`src/rtl/iir_pkg.sv`:
```
// Shared definitions for the IIR filter chain: sample width and the
// occupancy-update encoding used by the output buffer.
package iir_pkg;

   // Sample width shared by the filter, the output buffer and the sink.
   localparam int NB = 12;

   // Occupancy update selected by the push/pop pair of a cycle.
   typedef enum logic [1:0] {
      OCC_HOLD = 2'd0,
      OCC_INC  = 2'd1,
      OCC_DEC  = 2'd2
   } occ_op_e;

   // Push alone grows the count, pop alone shrinks it, both or neither hold it.
   function automatic occ_op_e occ_op(input logic push, input logic pop);
      occ_op_e op;
      op = OCC_HOLD;
      if (push && !pop) begin
         op = OCC_INC;
      end else if (pop && !push) begin
         op = OCC_DEC;
      end
      return op;
   endfunction

endpackage

```
`src/rtl/iir_buf_mem.sv`:
```
// DEPTH x NB register array with one synchronous write port and one
// asynchronous read port. Contents are data only and carry no reset.
module iir_buf_mem #(
   parameter int NB    = 12,
   parameter int DEPTH = 8,
   localparam int AW   = $clog2(DEPTH)
) (
   input  logic                 clk,
   input  logic                 we,
   input  logic [AW-1:0]        waddr,
   input  logic signed [NB-1:0] wdata,
   input  logic [AW-1:0]        raddr,
   output logic signed [NB-1:0] rdata
);

   logic signed [NB-1:0] mem_q [DEPTH];
   logic signed [NB-1:0] mem_d [DEPTH];

   // Next array contents: the addressed entry takes the write data.
   always_comb begin
      mem_d = mem_q;
      if (we) begin
         mem_d[waddr] = wdata;
      end
   end

   // Storage registers, no reset since they only hold sample data.
   always_ff @(posedge clk) begin
      mem_q <= mem_d;
   end

   assign rdata = mem_q[raddr];

endmodule

```
`src/rtl/iir_out_buffer.sv`:
```
// Output-side elastic FIFO behind iir_filter: captures every valid sample,
// presents the head first-word-fall-through on a valid/ready interface,
// reports occupancy and keeps a sticky flag for samples dropped when full.
module iir_out_buffer #(
   parameter int  NB    = iir_pkg::NB,
   parameter int  DEPTH = 8,
   localparam int CW    = $clog2(DEPTH) + 1
) (
   input  logic                 clk,
   input  logic                 rst_n,
   input  logic                 clr,
   input  logic                 vIn,
   input  logic signed [NB-1:0] dIn,
   input  logic                 rdy,
   output logic                 vOut,
   output logic signed [NB-1:0] dOut,
   output logic [CW-1:0]        cnt,
   output logic                 full,
   output logic                 ovf
);

   import iir_pkg::occ_op_e;
   import iir_pkg::occ_op;
   import iir_pkg::OCC_INC;
   import iir_pkg::OCC_DEC;

   localparam int            AW       = $clog2(DEPTH);
   localparam logic [CW-1:0] CNT_FULL = CW'(DEPTH);
   localparam logic [CW-1:0] CNT_ONE  = CW'(1);
   localparam logic [AW-1:0] PTR_ONE  = AW'(1);

   logic [AW-1:0]        wp_q, wp_d;
   logic [AW-1:0]        rp_q, rp_d;
   logic [CW-1:0]        cnt_q, cnt_d;
   logic                 ovf_q, ovf_d;

   logic                 empty;
   logic                 is_full;
   logic                 push;
   logic                 pop;
   logic                 drop;
   occ_op_e              op;
   logic signed [NB-1:0] rd_data;

   // Status decoded from the registered count only, never from vIn/dIn.
   always_comb begin
      empty   = (cnt_q == '0);
      is_full = (cnt_q == CNT_FULL);
   end

   // Handshake enables: a full buffer still accepts when the head leaves.
   always_comb begin
      pop  = !empty && rdy;
      push = vIn && (!is_full || pop);
      drop = vIn && is_full && !pop;
      op   = occ_op(push, pop);
   end

   // Next-state for pointers, occupancy and the sticky drop flag; clr wins.
   always_comb begin
      wp_d  = wp_q;
      rp_d  = rp_q;
      cnt_d = cnt_q;
      ovf_d = ovf_q;
      if (clr) begin
         wp_d  = '0;
         rp_d  = '0;
         cnt_d = '0;
         ovf_d = 1'b0;
      end else begin
         if (push) begin
            wp_d = wp_q + PTR_ONE;
         end
         if (pop) begin
            rp_d = rp_q + PTR_ONE;
         end
         case (op)
            OCC_INC: cnt_d = cnt_q + CNT_ONE;
            OCC_DEC: cnt_d = cnt_q - CNT_ONE;
            default: cnt_d = cnt_q;
         endcase
         if (drop) begin
            ovf_d = 1'b1;
         end
      end
   end

   // Control registers; asynchronous reset discards any buffered samples.
   always_ff @(posedge clk or negedge rst_n) begin
      if (!rst_n) begin
         wp_q  <= '0;
         rp_q  <= '0;
         cnt_q <= '0;
         ovf_q <= 1'b0;
      end else begin
         wp_q  <= wp_d;
         rp_q  <= rp_d;
         cnt_q <= cnt_d;
         ovf_q <= ovf_d;
      end
   end

   // The array is written on an accepted push; a flush write is harmless
   // because the pointers are cleared in the same cycle.
   iir_buf_mem #(
      .NB    (NB),
      .DEPTH (DEPTH)
   ) u_mem (
      .clk   (clk),
      .we    (push && !clr),
      .waddr (wp_q),
      .wdata (dIn),
      .raddr (rp_q),
      .rdata (rd_data)
   );

   // Head sample is forced to zero whenever the buffer is empty.
   always_comb begin
      vOut = !empty;
      dOut = empty ? '0 : rd_data;
      cnt  = cnt_q;
      full = is_full;
      ovf  = ovf_q;
   end

endmodule

```
`config.mk`:
```
export PLATFORM = sky130hd
export DESIGN_NAME = iir_out_buffer
export DESIGN_NICKNAME = d
export VERILOG_FILES = /design/src/rtl/iir_pkg.sv /design/src/rtl/iir_buf_mem.sv /design/src/rtl/iir_out_buffer.sv
export SDC_FILE = /design/constraint.sdc
export NUM_CORES = 1
export LEC_CHECK = 0
export CORE_MARGIN = 2
export CORE_UTILIZATION = 45
export DETAILED_ROUTE_END_ITERATION = 6
export PLACE_DENSITY = 0.66
export SYNTH_ARGS = -nofsm -noshare
export SYNTH_HDL_FRONTEND = slang
export SYNTH_SLANG_ARGS = --single-unit
```
`constraint.sdc`:
```
create_clock -name clk -period 7.7 [get_ports clk]
set_input_delay 0.77 -clock clk [delete_from_list [all_inputs] [get_ports clk]]
set_output_delay 0.77 -clock clk [all_outputs]
set_load 0.1 [all_outputs]
```
# Word level (Yosys, flattened, before mapping)
# Index checks and enable logic that the tools add are counted.
dict set report totals {
  register_bits 107
  out_inout_bits 19
  word_cells 60
}
dict set report classes {
  order_cmp 3
  bitwise 2
  n_addsub 4
  n_mux 17
  eq_ne 3
  reduce_logical 19
}
# operator n
set op_table {}
lappend op_table {{bitwise mux 96 bit} 1}
lappend op_table {{two-way mux 12 bit} 4}
lappend op_table {{binary-select mux 12 bit (select 3 bit)} 1}
lappend op_table {{demux 12 bit (select 3 bit)} 1}
lappend op_table {{two-way mux 3 bit} 4}
lappend op_table {{greater-or-equal comparator 4 bit, second input constant} 2}
lappend op_table {{logical AND 1 bit} 8}
lappend op_table {{NOT 3 -> 4 bit} 2}
lappend op_table {{one-hot mux 4 bit (2 select lines)} 1}
lappend op_table {{adder 3 x 1 -> 3 bit, second input constant} 2}
lappend op_table {{nonzero test 2 bit} 3}
lappend op_table {{logical NOT 1 bit} 5}
lappend op_table {{adder 4 x 1 -> 4 bit, second input constant} 1}
lappend op_table {{equality test 4 bit, second input constant} 1}
lappend op_table {{logical NOT 4 bit} 1}
lappend op_table {{less-than comparator 4 x 1 -> 1 bit, second input constant} 1}
lappend op_table {{two-way mux 2 bit} 2}
lappend op_table {{two-way mux 4 bit} 1}
lappend op_table {{subtractor 4 x 1 -> 4 bit, second input constant} 1}
lappend op_table {{nonzero test 3 bit} 1}
lappend op_table {{equality test 2 x 1 -> 1 bit, second input constant} 1}
lappend op_table {{equality test 2 bit, second input constant} 1}
lappend op_table {{two-way mux 1 bit} 2}
lappend op_table {{logical OR 1 bit} 1}

# Logic depth before layout (Yosys ltp)
dict set report depth {
  ltp_word 12
  ltp_mapped 8
  ltp_nobuf 7
}

# Modules after synthesis
# A second synthesis with hierarchy kept.
dict set report hier_totals {
  hier_cells 232
  hier_area_um2 4521.8
}
# mod n_inst seq_area_each_um2 area_per_inst_um2 cells_each
set modules_own_cells {}
lappend modules_own_cells {iir_buf_mem 1 2882.8 3747.3 152}
lappend modules_own_cells {iir_out_buffer 1 275.3 774.5 80}

# Least setup slack after synthesis
# No wires, ideal clock.
dict set report synth_timing {
  path_kind {register -> output}
  startpoint {register cnt_q[0] (netlist: cnt[0])}
  endpoint {output dOut[10]}
  setup_slack_ps 4029
  arrival_time_ps 2901
  required_ps 6930
  stages_incl_launch_ff 5
  path_cell_list {dfrtp_1 > buf_2 > nor4_1 > clkbuf_1 > nor2_1}
}
dict set report synth_between {
  elab_chain_len 2
}
# element line
set synth_rtl {}
lappend synth_rtl {{start: declaration} iir_out_buffer.sv:34} ;# logic [CW-1:0] cnt_q, cnt_d;
lappend synth_rtl {{start signal: assignment} iir_out_buffer.sv:98} ;# cnt_q <= cnt_d;
lappend synth_rtl {{logical NOT 4 bit} iir_out_buffer.sv:47} ;# empty = (cnt_q == '0);
lappend synth_rtl {{two-way mux 12 bit} iir_out_buffer.sv:120} ;# dOut = empty ? '0 : rd_data;
lappend synth_rtl {{end: declaration} iir_out_buffer.sv:16} ;# output logic signed [NB-1:0] dOut,
# No other way between the ends.

# Worst setup path in the final report
dict set report layout_timing {
  startpoint {register rp_q[1]}
  endpoint {output dOut[7]}
}
dict set report layout_between {
  elab_chain_len 5
}
# element line
set layout_rtl {}
lappend layout_rtl {{start: declaration} iir_out_buffer.sv:33} ;# logic [AW-1:0] rp_q, rp_d;
lappend layout_rtl {{start signal: assignment} iir_out_buffer.sv:97} ;# rp_q <= rp_d;
lappend layout_rtl {{NOT 3 -> 4 bit (not written as such)} iir_buf_mem.sv:32} ;# assign rdata = mem_q[raddr];
lappend layout_rtl {{binary-select mux 12 bit (select 3 bit)} iir_buf_mem.sv:32}
lappend layout_rtl {{two-way mux 12 bit (not written as such) (2 in series)} iir_buf_mem.sv:32}
lappend layout_rtl {{two-way mux 12 bit} iir_out_buffer.sv:120}
# No other way between the ends. The select of a mux whose other input is x is not followed.

==> results.md <==
* Net Sw Frac at 0.440
* Syn Inst Count at between 200 and 250
* Cell with the most instances after synthesis: edfxtp_1
* Worst Tran Pin Value at 1.20 ns
* Final WL at around 8.0 mm
* Global-route wire length before repair at about 12 mm
* Post-synthesis register bit count at 107
* Remaining global-route overflow at 0
* Layout area overhead at 16.6%
* Place WS at 4.00 ns
* RSZ-0062 raised after global routing: no
* Post-CTS Setup Bufs at 0
* CTS root buf: clkbuf_8
* Setup_tns at 0 ns
* Largest cells by area after synthesis: edfxtp_1 (65%), mux4_2 (12%), dfrtp_1 (6.2%)
* Per-cell routed wire length at roughly 19 um
* Clock power share at 0.169
* Crit path max fanout at 26
* Crit end category: primary output
* P_sw at 0.807 mW
* Count of final setup violators at 0
* Drt first pass iters at 5
* ANT cells at 0
* Xor-xnor portion of the synthesized cell area at 0.0139
* Adder-cell share of the synthesized area at 0.0113
* Syn avg cell area at about 19 um2
* Share of cells above drive strength 1 at 0.223
* Residual DRC at 0
* Fmax at between 200 and 250 MHz
* Share of the synthesized area in the top cell type at 0.652
* Hold WC Path Type: reg2reg
* WP data required at approximately 6.9 ns
* Post-synth EDFFs at 96
* Synth warn at 0
* Clk sinks at 107
* Yosys top cell by area: edfxtp_1
* Simple-Gate Fraction of Synth Area at 0.0506
* Relative slew slack at 0.203
* Share of async-settable or async-resettable flops after synthesis at 0.103
* Final nets at roughly 300
* Initial cell density of the core at 0.459
* Ys flop type: edfxtp_1
* Clk buf depth at 2
* DP HPWL at around 4.8 mm
* Worst-path clk slew at ~0.1 ns
* Min Hold Slack at 0.513 ns
* Rows at 36
* Pint at slightly above 1 mW
* CTS Hold Bufs at 0
* Fillers at 783
* Antenna violations before repair at 0
* Total CTS buffers at 9
* Largest net degree at the start of global routing at 27
* Core ar. at between 9000 and 10000 um2
* Die Height at around 100 um
* Mapped cell area at 4420 um2
* Post-Syn Nets at 256
* Worst VDD drop at 0.166 mV
* Worst-Skew Late Latency at 0.37 ns
* PwrDens at roughly 360 nW/um2
* CTS tree: built
* Compound-Gate Fraction of Synth Area at 0.0348
* Number of global-route vias before repair at about 2200
* Reg power frac at 0.379
* # Max-Cap Violations at 0
* Yosys cell types at 34
* Width of the chip at between 100 and 150 um
* Post-cts sizing count at 0
* Leak at roughly 1.7 nW
* Period utilisation layout at 0.526
* CP Class: reg2out
* Final RePlAce weighted congestion at 0.779
* DR vias at between 2000 and 2500
* Final setup margin at roughly 3.6 ns
* DR iter-0 viols at 100
* Via/cell ratio at between 5 and 6
* Slew Limit Fails at 0
* Post-synthesis mux area share at 0.157
* Startpoint Class: flop
* Top cells by count, synth: edfxtp_1 (96), nor2_1 (28), mux4_2 (24)
* Arr. time, crit path at about 3.3 ns
* # IOs at 36
* Status: finished, final reports clean
* Hold Fails Final Rpt at 0
* Largest family of logic cells by synthesized area: multiplexers
* Worst clock skew at 0.0152 ns
* Gr usage total at 0.165
* ANT nets after route at 0
* Tmin final at between 4 and 5 ns
* H-tree levels at 3
* Seq/Total Area, Yosys at 0.714
* Logic pwr share at 0.451
* PortBufs at 35
* Die area at 10600 um2
==> area by class of cell <==
| class | instances | area (um2) | share of cell area |
|---|---|---|---|
| clock inverters | 6 | 48.8 | 0.00946 |
| inverters | 3 | 11.3 | 0.00218 |
| well taps | 133 | 166 | 0.0323 |
| repair buffers | 45 | 425 | 0.0825 |
| clock buffers | 10 | 128 | 0.0248 |
| flip-flops and latches | 107 | 3160 | 0.612 |
| multi-input cells | 111 | 1220 | 0.236 |
==> per-stage QoR <==
step	cell area, um2	instances	util	total power [mW]
after floorplan	4420	235	-	1.36
after global placement	4980	399	0.517	1.54
after detailed placement	4980	399	0.517	1.55
after CTS	5160	415	0.535	1.86
after global routing	5160	415	0.535	1.91
final	5160	415	0.535	1.83
==> cells by family (layout without fill, tap and decap cells) <==
kind of cell    after synthesis  in the layout
fa+ha+maj                     4              4
flops                       107            107
compound gates               15             15
simple gates                 46             46
buf+inv                      17             64
xor+xnor                      7              7
mux                          39             39
==> power by group through the flow <==
| stage | Combinational, mW | Sequential [mW] | Clock (mW) |
|---|---|---|---|
| 6_report | 0.827 | 0.696 | 0.310 |
| 5_1_grt | 0.869 | 0.700 | 0.339 |
| 4_1_cts | 0.841 | 0.696 | 0.320 |
| 3_5_place_dp | 0.839 | 0.709 | 0 |
| 3_3_place_gp | 0.835 | 0.707 | 0 |
| 2_1_floorplan | 0.625 | 0.736 | 0 |
==> worst max-delay path, stage by stage, from the launching register on <==
cell             delay (ns)
dfrtp_1                1.15
mux4_2                 0.38
mux2i_1                0.07
nor2_1                 0.16
clkdlybuf4s50_1        1.16
==> flip-flops by register name (all words and copies together) (netlist names) <==
name / count
u_mem.mem_q: 96
cnt: 4
rp_q: 3
wp_q: 3
ovf: 1
==> per-layer routing <==
layer	global-route usage	vias up	wire, um
li1	-	1017	-
met1	0.228	1150	3640
met2	0.261	44	3990
met3	0.0292	8	276
met4	0.0678	0	110
met5	0	-	0
==> path summary, 6_finish.rpt <==
| check | depth (start not counted) | slack, ns | from | end |
|---|---|---|---|---|
| min in group asynchronous | 1 | 0.74 | rst_n | wp_q[2]$_DFFE_PN0P_ |
| worst max-delay path | 4 | 3.65 | rp_q[1]$_DFFE_PN0P_ | dOut[7] |
| worst min register to register | 2 | 0.51 | ovf$_DFFE_PN0P_ | ovf$_DFFE_PN0P_ |
| max in group asynchronous | 1 | 6.61 | rst_n | cnt[0]$_DFFE_PN0P_ |
| worst min-delay path | 2 | 0.51 | ovf$_DFFE_PN0P_ | ovf$_DFFE_PN0P_ |
| worst max register to register | 7 | 5.26 | cnt[1]$_DFFE_PN0P_ | cnt[3]$_DFFE_PN0P_ |
==> cell usage in the layout, fill, tap and decap left out, types with 4 or more instances in the layout <==
master,n
edfxtp_1,96
ha_1,4
nor2_1,28
dfrtp_1,11
xor2_1,4
buf_4,10
clkbuf_8,9
mux4_2,24
clkdlybuf4s50_1,35
mux2i_1,14
Note: power is estimated with default switching activity, not from simulation.
